==> config.mk <==
export PLATFORM = sky130hd
export DESIGN_NAME = wptr_full_level_flat
export DESIGN_NICKNAME = d
export VERILOG_FILES = /design/src/rtl/wptr_full_level_if.sv /design/src/rtl/wptr_full_level.sv /design/src/flat_wrapper.sv
export SDC_FILE = /design/constraint.sdc
export NUM_CORES = 1
export LEC_CHECK = 0
export ABC_AREA = 0
export BUFFER_PORTS_ARGS = -buffer_cell sky130_fd_sc_hd__buf_2
export CORE_UTILIZATION = 44
export DETAILED_ROUTE_END_ITERATION = 16
export PLACE_DENSITY = 0.74
export SYNTH_ARGS = -nofsm -noshare
export SYNTH_HDL_FRONTEND = slang
export SYNTH_SLANG_ARGS = --single-unit
==> constraint.sdc <==
create_clock -name wclk -period 2.5 [get_ports wclk]
set_input_delay 0.5 -clock wclk [delete_from_list [all_inputs] [get_ports wclk]]
set_output_delay 0.5 -clock wclk [all_outputs]
set_load 0.005 [all_outputs]
==> src/rtl/wptr_full_level_if.sv <==
// wptr_full_level_if: write-side FIFO pointer bus
// master drives the request/status inputs, slave (the pointer block) returns flags, address, pointer and level.
interface wptr_full_level_if #(
    parameter int ADDRSIZE = 4
);
    logic                winc;
    logic [ADDRSIZE:0]   wq2_rptr;
    logic [ADDRSIZE:0]   afull_thresh;
    logic                ovf_clr;
    logic                wfull;
    logic                awfull;
    logic [ADDRSIZE-1:0] waddr;
    logic [ADDRSIZE:0]   wptr;
    logic [ADDRSIZE:0]   wlevel;
    logic                wovf;
    modport master (
        output winc, wq2_rptr, afull_thresh, ovf_clr,
        input  wfull, awfull, waddr, wptr, wlevel, wovf
    );
    modport slave (
        input  winc, wq2_rptr, afull_thresh, ovf_clr,
        output wfull, awfull, waddr, wptr, wlevel, wovf
    );
endinterface

==> src/rtl/wptr_full_level.sv <==
// wptr_full_level: async-FIFO write pointer with full, almost-full, fill level and optional sticky overflow
// Ports: wclk - write clock; wrst - async active-high reset;
//   bus.winc/wq2_rptr/afull_thresh/ovf_clr in, bus.wfull/awfull/waddr/wptr/wlevel/wovf out.
// Define WPTR_OVERFLOW_FLAG_EN to build the sticky overflow flag; otherwise wovf is tied low.
module wptr_full_level #(
    parameter int ADDRSIZE = 4
) (
    input logic               wclk,
    input logic               wrst,
    wptr_full_level_if.slave  bus
);
    localparam int W = ADDRSIZE + 1;
    logic [ADDRSIZE:0] r_wbin, r_wptr, r_wlevel;
    logic [ADDRSIZE:0] w_wbinnext, w_wgraynext, w_rbin, w_diff;
    logic              r_wfull, r_awfull, w_inc;
    assign w_inc       = bus.winc & ~r_wfull;
    assign w_wbinnext  = r_wbin + W'(w_inc);
    assign w_wgraynext = (w_wbinnext >> 1) ^ w_wbinnext;
    // Gray to binary: each bit is the XOR of all Gray bits at and above it.
    for (genvar i = 0; i <= ADDRSIZE; i++) begin : g_rbin
        assign w_rbin[i] = ^bus.wq2_rptr[ADDRSIZE:i];
    end
    assign w_diff = w_wbinnext - w_rbin;
    always_ff @(posedge wclk or posedge wrst) begin
        if (wrst) begin
            r_wbin   <= '0;
            r_wptr   <= '0;
            r_wfull  <= 1'b0;
            r_awfull <= 1'b0;
            r_wlevel <= '0;
        end else begin
            r_wbin   <= w_wbinnext;
            r_wptr   <= w_wgraynext;
            // Full when the next Gray write pointer equals the read pointer one lap ahead.
            r_wfull  <= w_wgraynext == {~bus.wq2_rptr[ADDRSIZE:ADDRSIZE-1], bus.wq2_rptr[ADDRSIZE-2:0]};
            r_awfull <= w_diff >= bus.afull_thresh;
            r_wlevel <= w_diff;
        end
    end
`ifdef WPTR_OVERFLOW_FLAG_EN
    logic r_wovf;
    // A fresh overflow wins over a simultaneous clear.
    always_ff @(posedge wclk or posedge wrst) begin
        if (wrst) r_wovf <= 1'b0;
        else      r_wovf <= (bus.winc & r_wfull) ? 1'b1 : bus.ovf_clr ? 1'b0 : r_wovf;
    end
    assign bus.wovf = r_wovf;
`else
    assign bus.wovf = 1'b0;
`endif
    assign bus.wfull  = r_wfull;
    assign bus.awfull = r_awfull;
    assign bus.waddr  = r_wbin[ADDRSIZE-1:0];
    assign bus.wptr   = r_wptr;
    assign bus.wlevel = r_wlevel;
endmodule

==> src/flat_wrapper.sv <==
// flat-port wrapper written by rule: the top's interface ports become plain ports
module wptr_full_level_flat 
#(
    parameter int ADDRSIZE = 4
)
  (wclk, wrst, bus_winc, bus_wq2_rptr, bus_afull_thresh, bus_ovf_clr, bus_wfull, bus_awfull, bus_waddr, bus_wptr, bus_wlevel, bus_wovf);
  wptr_full_level_if #(.ADDRSIZE(ADDRSIZE)) bus_i ();
  input logic wclk;
  input logic wrst;
  input wire logic [$bits(bus_i.winc)-1:0] bus_winc;
  input wire logic [$bits(bus_i.wq2_rptr)-1:0] bus_wq2_rptr;
  input wire logic [$bits(bus_i.afull_thresh)-1:0] bus_afull_thresh;
  input wire logic [$bits(bus_i.ovf_clr)-1:0] bus_ovf_clr;
  output wire logic [$bits(bus_i.wfull)-1:0] bus_wfull;
  output wire logic [$bits(bus_i.awfull)-1:0] bus_awfull;
  output wire logic [$bits(bus_i.waddr)-1:0] bus_waddr;
  output wire logic [$bits(bus_i.wptr)-1:0] bus_wptr;
  output wire logic [$bits(bus_i.wlevel)-1:0] bus_wlevel;
  output wire logic [$bits(bus_i.wovf)-1:0] bus_wovf;
  assign bus_i.winc = bus_winc;
  assign bus_i.wq2_rptr = bus_wq2_rptr;
  assign bus_i.afull_thresh = bus_afull_thresh;
  assign bus_i.ovf_clr = bus_ovf_clr;
  assign bus_wfull = bus_i.wfull;
  assign bus_awfull = bus_i.awfull;
  assign bus_waddr = bus_i.waddr;
  assign bus_wptr = bus_i.wptr;
  assign bus_wlevel = bus_i.wlevel;
  assign bus_wovf = bus_i.wovf;
  wptr_full_level #(.ADDRSIZE(ADDRSIZE)) u_core (.wclk(wclk), .wrst(wrst), .bus(bus_i));
endmodule
# ---- Word-level counts from Yosys, hierarchy flattened
# Cells that the tools add are included.
dict set report op_classes {
  add_sub_neg 2
  n_mul 0
  div_mod_pow 0
  order_cmp 1
  n_eq_ne 1
  shift 0
  muxes 0
  n_bitwise 4
  n_reduce_logical 4
}
# cell count
set ops {}
lappend ops {{5-bit by 1-bit adder with 5-bit output} 1}
lappend ops {{5-bit equality test} 1}
lappend ops {{5-bit greater-or-equal comparator} 1}
lappend ops {{5-bit XOR reduction} 1}
lappend ops {{5-bit subtractor} 1}
lappend ops {{4-bit by 5-bit bitwise XOR with 5-bit output} 1}
lappend ops {{4-bit XOR reduction} 1}
lappend ops {{3-bit XOR reduction} 1}
lappend ops {{2-bit inverter} 1}
lappend ops {{2-bit XOR reduction} 1}
lappend ops {{1-bit bitwise AND} 1}
lappend ops {{1-bit inverter} 1}
dict set report totals {
  register_bits 17
  latchBits 0
  ramBits 0
  mem_bits_ro 0
  input_bits 14
  n_memories 0
}

# ---- Longest topological paths before layout
# Gate-level depths: netlist of the first run.
dict set report depth {
  word_depth 5
  depth_mapped 12
  ltp_nobuf 12
}

# ---- Worst setup path before layout of the first run
# OpenSTA, ideal clock, no wires.
dict set report synth_timing {
  path_type {input-to-reg}
  start {in bus_wq2_rptr[4]}
  end {reg u_core.r_awfull, in the netlist u_core.bus.awfull}
  setup_ps 118
  t_arrival_ps 2877
  required_ps 2382
  path_slack_ps -495
  stages 12
  path_buffers 0
  path_cell_list {xnor2_1 xor2_1 xor2_1 xnor2_1 ha_1 fa_1 inv_1 ha_1 a21o_1 a21o_1 a21o_1 a21o_1}
}
dict set report synth_between {
  elab_chain_len 3
  word_cells_on_any_way 6
}
# element line_no
set synth_lines {}
lappend synth_lines {{from (decl)} flat_wrapper.sv:11} ;# input wire logic [$bits(bus_i.wq2_rptr)-1:0] bus_wq2_rptr;
lappend synth_lines {{5-bit XOR reduction / 4-bit XOR reduction (equally long branches)} wptr_full_level.sv:21} ;# assign w_rbin[i] = ^bus.wq2_rptr[ADDRSIZE:i];
lappend synth_lines {{5-bit subtractor *} wptr_full_level.sv:23} ;# assign w_diff = w_wbinnext - w_rbin;
lappend synth_lines {{net u_core.w_diff[1]} wptr_full_level.sv:14} ;# logic [ADDRSIZE:0] w_wbinnext, w_wgraynext, w_rbin, w_diff;
lappend synth_lines {{5-bit greater-or-equal comparator *} wptr_full_level.sv:36} ;# r_awfull <= w_diff >= bus.afull_thresh;
lappend synth_lines {{to (signal assigned)} wptr_full_level.sv:36}
lappend synth_lines {{to (decl)} wptr_full_level.sv:15} ;# logic r_wfull, r_awfull, w_inc;
# Mark *: on every way through the listed nets, which the timed path passes. The rest lies on a longest branch.

# ---- Worst setup path in the final report of the first run
# Ends and elaborated chain as after synthesis.

==> out/metrics.cfg, run 1 <==
[pwr]
powerDensity_nw_per_um2 = 1540
peakVddDrop_mv = 0.975
power_leakage_nw = 0.705

[timing]
setup_ws_ns = -0.237
post-route-period-util_pct = 109
rsz0062_at_grt = true
drv_slew = 0
worst_slew_pin_slew_ns = 0.607
setup_violations = 1
max_slew_margin_pct = 59.5
fmax_mhz = 365
holdWs_ns = 0.258
fin_skew_ns = 0.00738
finalWorstPathRequiredPeriod_ns = 2.74
hold_viol = 0

[min_path]
hold_path_class = in -> async

[global_route]
antenna_found_initial = 0
gr-total-overflow = 0
grt_pass1_vias = 777
grt_usage_pct = 19.0
grt_first_pass_wirelength_um = 3350
grt_max_degree = 17

[final_layout]
fin_cells = 152
syn_to_final_growth_pct = 38.5
drive_gt1_share_pct = 45.6
n_fill_cell = 160
nNetsFinal = 151
diodes = 0
design_area_sq_um = 1310

[worst_setup_path]
crit_path_start_kind = input pin
timing.critical_path.required_ns = 2.69
cp_slowest_cell = fa_1
arrival_ns = 2.93
cp_cell_sequence = buf_8 > xnor2_4 > xor2_2 > xor2_2 > xnor2_1 > ha_2 > fa_1 > inv_1 > ha_1 > a21o_1 > a21o_1 > a21o_1 > a21o_1
crit_fanout = 2
cpPeakStageDelay_ns = 0.48
r2r-start = u_core.r_wbin[0]
crit_top_cell = a21o_1
r2r-end = u_core.bus.awfull
timing.reg2reg.setup_slack_ns = -0.03
crit_type = in -> reg
ff2ff_path_depth = 10
worstSetupEndpointType = register
startpoint = bus_wq2_rptr[4]

[clock_tree]
holdBufCountCts = 0
numCtsBuffers = 3
htree_levels = 1
cts.clk_slew.worst_paths_ns = 0.10
cts_tree = built
clockRootBuffer = clkbuf_4
clock_path_buffers = 2
clkSinkCount = 16
clock_latency_ns = 0.29

[detailed_routing]
dr_wl_met2_um = 1140
ant_nets = 0
drt_iter0_drc = 9
wire_per_inst_um = 13.1
met1_length_um = 736
vias = 706
dr_wl_met3_um = 94
routed.top_layer = met4
via_per_inst = 4.64
routed_wl_um = 2000
firstDrtPassIters = 4
route.detailed.drc = 0

[floorplanning]
die_w_um = 48.4
die-area_sq_um = 2340
rows = 16
core_area_sq_um = 1980
start_util_pct = 47.7
die_h_um = 48.4
io_pins = 31

[place]
portBuffers = 28
place.gp.congestion = 0.752
placed_cell_area_sq_um = 1200
hpwl_um = 1420
dp.cells = 144

[logic_synthesis]
synth_seq_cells = 16
synth_cells = 81
synthTopCellsByArea = dfrtp_1 (42%), ha_1 (13%), xnor2_1 (11%), xor2_1 (6.5%), inv_1 (5.6%)
ys_warn_count = 0
synth_top_area_cell = dfrtp_1
synth-edff-count = 0
avgSynthCellArea_sq_um = 11.7
synth_fp_nets = 106
synthTopCellsByCount = dfrtp_1 (16), inv_1 (14), xnor2_1 (12)
yosysMostFrequentCell = dfrtp_1
synth_flop_cell = dfrtp_1
ys_types = 19
syn_area_sq_um = 946
async_reset_ff_share_pct = 100
ys_seq_area_share_pct = 42.3
synth_top_area_share_pct = 42.3

[outcome]
status = finished, violations left
violations = negative setup slack

[run]
max_cap_viol_count = 0

## critical path: cells and delay by family
kind,cells,cell delay (ns)
buffers and inverters,2,0.15
XOR/XNOR,4,0.71
adder cells (fa/ha/maj),3,0.94
AO/OA/AOI/OAI,4,0.62
## layer usage
metal  vias to the layer above  track usage [%]
met2                        21             36.9
met4                         0             7.35
met3                         5             3.46
met1                       342             20.1
met5                         -                0
li1                        338                -
## repair_timing
| item | in CTS | in global routing |
|---|---|---|
| buffers inserted | 3 | 2 |
| resized for setup | 7 | 3 |
| setup endpoints to repair | 1 | 1 |
| endpoints found under the hold margin | 0 | 0 |
| pin swaps | 10 | 8 |
## sequential cells by signal, indices dropped and copies added (netlist names)
register and flops:
u_core.bus.awfull 1, u_core.bus.wfull 1, u_core.bus.wlevel 5, u_core.bus.wptr 4
u_core.r_wbin 5
## layout make-up
cell class	count	area, sq um	area share [%]
Sequential cell	16	400	30.6
Inverter	14	52.6	4.01
Multi-Input combinational cell	50	529	40.4
Clock buffer	4	36.3	2.77
Tap cell	27	33.8	2.58
Timing Repair Buffer	41	258	19.7
## kinds of logic (layout without fill, tap and decap cells)
group / Yosys count / count (layout) / share of synthesized area, %
flops: 16 / 16 / 42.3
buf+inv: 15 / 59 / 6.35
xor+xnor: 22 / 22 / 22.8
compound gates: 9 / 9 / 7.41
other cells: 1 / 1 / 0.396
fa+ha+maj: 11 / 11 / 15.3
simple gates: 7 / 7 / 5.42
## report_power, final
part | total, W | internal [W] | leakage (nW) | switching (W)
Sequential | 0.000473 | 0.000408 | 0.190 | 0.0000656
Combinational | 0.00137 | 0.000705 | 0.494 | 0.000663
Clock | 0.000175 | 0.0000888 | 0.0210 | 0.0000857
## how the worst max path moves through the flow
stage	depth (start not counted)	endpoint
floorplan	12	u_core.bus.awfull
global placement	13	u_core.bus.awfull
detailed placement	13	u_core.bus.awfull
CTS	13	u_core.bus.awfull
global route	13	u_core.bus.awfull
finish	13	u_core.bus.awfull
## per-stage QoR
step	setup TNS (ns)	setup WS (ns)	utilization [%]	total power [W]
6_report	-0.237	-0.237	66.1	0.00202
3_5_place_dp	-0.929	-0.773	60.6	0.00175
4_1_cts	-0.249	-0.249	65.2	0.00196
3_3_place_gp	-0.681	-0.653	60.6	0.00168
2_1_floorplan	-0.424	-0.424	-	0.00134
5_1_grt	-0.316	-0.316	66.1	0.00220
## cell usage in the layout, fill, tap and decap left out
cell / synthesis / layout
a2111oi_2: 1 / 1
a21o_1: 6 / 6
a21oi_1: 2 / 2
and2b_1: 1 / 1
and3_4: 1 / 1
and3b_2: 1 / 1
buf_2: 0 / 26
buf_4: 1 / 13
buf_8: 0 / 2
clkbuf_4: 0 / 3
clkbuf_8: 0 / 1
conb_1: 1 / 1
dfrtp_1: 16 / 16
fa_1: 1 / 1
ha_1: 10 / 9
ha_2: 0 / 1
inv_1: 14 / 13
inv_2: 0 / 1
nand2b_1: 1 / 1
nand3_1: 2 / 2
or3_1: 1 / 1
xnor2_1: 12 / 10
xnor2_2: 2 / 3
xnor2_4: 0 / 1
xor2_1: 7 / 5
xor2_2: 1 / 3
No activity file was read; power rests on OpenSTA's default activity.
==> run 2: changes to the inputs <==
- ABC_AREA: 0 -> 1
- CORE_UTILIZATION: 44 -> 45
==> run 2 against run 1 <==
Against the previous run:
- clock power barely moved
- the flow still finishes with violations (negative setup slack)
- flip-flop and latch count did not move
- first-iteration DRC count rose by 67%
- final area rose by 17%
- clock skew fell by 0.0051 ns
- critical path depth rose by 1
- fmax rose by 6.7%
- worst setup slack improved by 0.17 ns
- critical endpoint unchanged
- non-clock buffer count rose by 12
- clock-buffer cell count did not move
- hold slack improved by 0.013 ns
- highest routed layer unchanged
==> out/metrics.cfg, run 2 <==
[floorplanning]
die-area_sq_um = 2490
start_util_pct = 50.1
io_pins = 31
core_area_sq_um = 2060
rows = 16
die_w_um = 49.9
die_h_um = 49.9

[pwr]
peakVddDrop_mv = 1.04
p_comb_share_pct = 71.6
power_leakage_nw = 0.868
intPower_w = 0.00133
powerDensity_nw_per_um2 = 1480
p_sw_w = 0.000925
clkPwrFrac_pct = 7.8
swShare_pct = 41.0
p_seq_share_pct = 20.6

[worst_setup_path]
timing.critical_path.required_ns = 2.69
crit_type = in -> reg
crit_path_start_kind = input pin
r2r-start = u_core.bus.wfull
worstSetupEndpointType = register
crit_fanout = 3
r2r-end = u_core.bus.awfull
timing.reg2reg.setup_slack_ns = 0.04
cp_slowest_cell = fa_1
worst-path-buf-inv = 2
path_delay_family = adder cells
cpPeakStageDelay_ns = 0.43
ff2ff_path_depth = 15
arrival_ns = 2.75
cp_cell_sequence = buf_8 > xnor2_4 > xor2_4 > xor2_2 > nand2_1 > nand2_1 > ha_2 > fa_1 > inv_2 > ha_4 > a21oi_2 > o21bai_1 > a21oi_1 > o21bai_1

[timing]
setup_ws_ns = -0.0645
fin_skew_ns = 0.00231
fmax_mhz = 390
rsz0062_at_grt = true
max_slew_margin_pct = 57.4
drv_slew = 0
post-route-period-util_pct = 103
setup_violations = 1
finalWorstPathRequiredPeriod_ns = 2.56
worst_slew_pin_slew_ns = 0.639
hold_viol = 0

[clock_tree]
clock_latency_ns = 0.29
clock_path_buffers = 2
numCtsBuffers = 3
cts.clk_slew.worst_paths_ns = 0.10
htree_levels = 1
clockRootBuffer = clkbuf_4
cts_tree = built
clkSinkCount = 16
holdBufCountCts = 0

[final_layout]
syn_to_final_growth_pct = 47.8
fin_cells = 210
final_core_util_pct = 74.1
drive_gt1_share_pct = 37.2
diodes = 0
final_cell_mix = nand2_1 (37), buf_2 (26), inv_1 (23)
nNetsFinal = 209
mostFrequentLayoutCell = nand2_1

[logic_synthesis]
synth_cells = 127
ys_warn_count = 0
synth_top_area_share_pct = 38.7
synth-edff-count = 0
synthTopCellsByCount = nand2_1 (37), inv_1 (24), dfrtp_1 (16)
ys_seq_area_share_pct = 38.7
synth_seq_cells = 16
syn_area_sq_um = 1030
synth_fp_nets = 152
synthTopCellsByArea = dfrtp_1 (39%), nand2_1 (13%), ha_1 (12%), inv_1 (8.7%), nand3_1 (6.3%)
ys_types = 21
yosysMostFrequentCell = nand2_1
synth_top_area_cell = dfrtp_1
synth_flop_cell = dfrtp_1
avgSynthCellArea_sq_um = 8.14
async_reset_ff_share_pct = 100

[place]
hpwl_um = 1750
place.gp.congestion = 0.816
portBuffers = 28
dp.cells = 195

[min_path]
hold_path_class = in -> async

[outcome]
violations = negative setup slack
status = finished, violations left

[detailed_routing]
firstDrtPassIters = 4
routed_wl_um = 2560
vias = 999
drt_iter0_drc = 15
via_per_inst = 4.76
ant_nets = 0
route.detailed.drc = 0
wire_per_inst_um = 12.2

[global_route]
grt_pass1_vias = 991
gr-total-overflow = 0
grt_usage_pct = 22.9
antenna_found_initial = 0
grt_first_pass_wirelength_um = 4090
grt_max_degree = 17

[run]
max_cap_viol_count = 0

==> run 2: logic make-up (layout without fill, tap and decap cells) <==
| group | count (synthesis) | after routing | share of synthesized area [%] |
|---|---|---|---|
| simple gates | 58 | 58 | 24.2 |
| buf+inv | 25 | 81 | 9.44 |
| other cells | 1 | 1 | 0.363 |
| xor+xnor | 8 | 8 | 8.23 |
| fa+ha+maj | 11 | 11 | 14.0 |
| flops | 16 | 16 | 38.7 |
| compound gates | 8 | 8 | 4.96 |
==> run 2: layer usage <==
metal	track usage, %	wire [um]
met1	23.7	1080
met5	0	0
met3	3.09	53
met2	41.9	1350
met4	15.7	80
==> run 2: area by class of cell <==
cell class / count / area (sq um)
tap: 27 / 33.8
inverter: 24 / 90.1
clock buffer: 4 / 36.3
multi-input combinational: 86 / 597
sequential: 16 / 400
fill: 139 / 534
timing repair buffer: 53 / 370
==> run 2: through the flow <==
stage	setup slack, ns	cell area [sq um]	power (W)	TNS [ns]	hold slack, ns
after detailed placement	-0.397	1320	0.00164	-0.397	0.607
after CTS	-0.0108	1430	0.00202	-0.0108	0.284
final	-0.0645	1530	0.00226	-0.0645	0.271
after global routing	-0.215	1530	0.00247	-0.247	0.317
after floorplan	-0.0792	1050	0.00121	-0.0792	0.414
after global placement	-0.307	1320	0.00158	-0.307	0.601
==> run 2: worst max path at each step <==
stage | depth (start not counted) | end | slack (ns) | start
4_1_cts | 14 | u_core.bus.awfull | -0.01 | bus_wq2_rptr[4]
2_1_floorplan | 13 | u_core.bus.awfull | -0.08 | bus_wq2_rptr[3]
6_report | 14 | u_core.bus.awfull | -0.06 | bus_wq2_rptr[3]
5_1_grt | 14 | u_core.bus.awfull | -0.21 | bus_wq2_rptr[3]
3_5_place_dp | 14 | u_core.bus.awfull | -0.40 | bus_wq2_rptr[3]
3_3_place_gp | 14 | u_core.bus.awfull | -0.31 | bus_wq2_rptr[3]
==> run 2: power by group through the flow <==
stage	Combinational [W]	Sequential [W]	Clock, W
6_report	0.00161	0.000465	0.000175
5_1_grt	0.00179	0.000483	0.000195
4_1_cts	0.00137	0.000466	0.000179
3_5_place_dp	0.00117	0.000472	0
3_3_place_gp	0.00112	0.000465	0
2_1_floorplan	0.000725	0.000485	0
==> run 2: what timing repair did <==
| action | 4_1_cts | 5_1_grt |
|---|---|---|
| hold endpoints to repair | 0 | 0 |
| setup buffers | 8 | 3 |
| gates resized for setup | 5 | 14 |
| gates cloned | 0 | 0 |
| endpoints found under the setup margin | 1 | 2 |
| pin swaps | 3 | 6 |
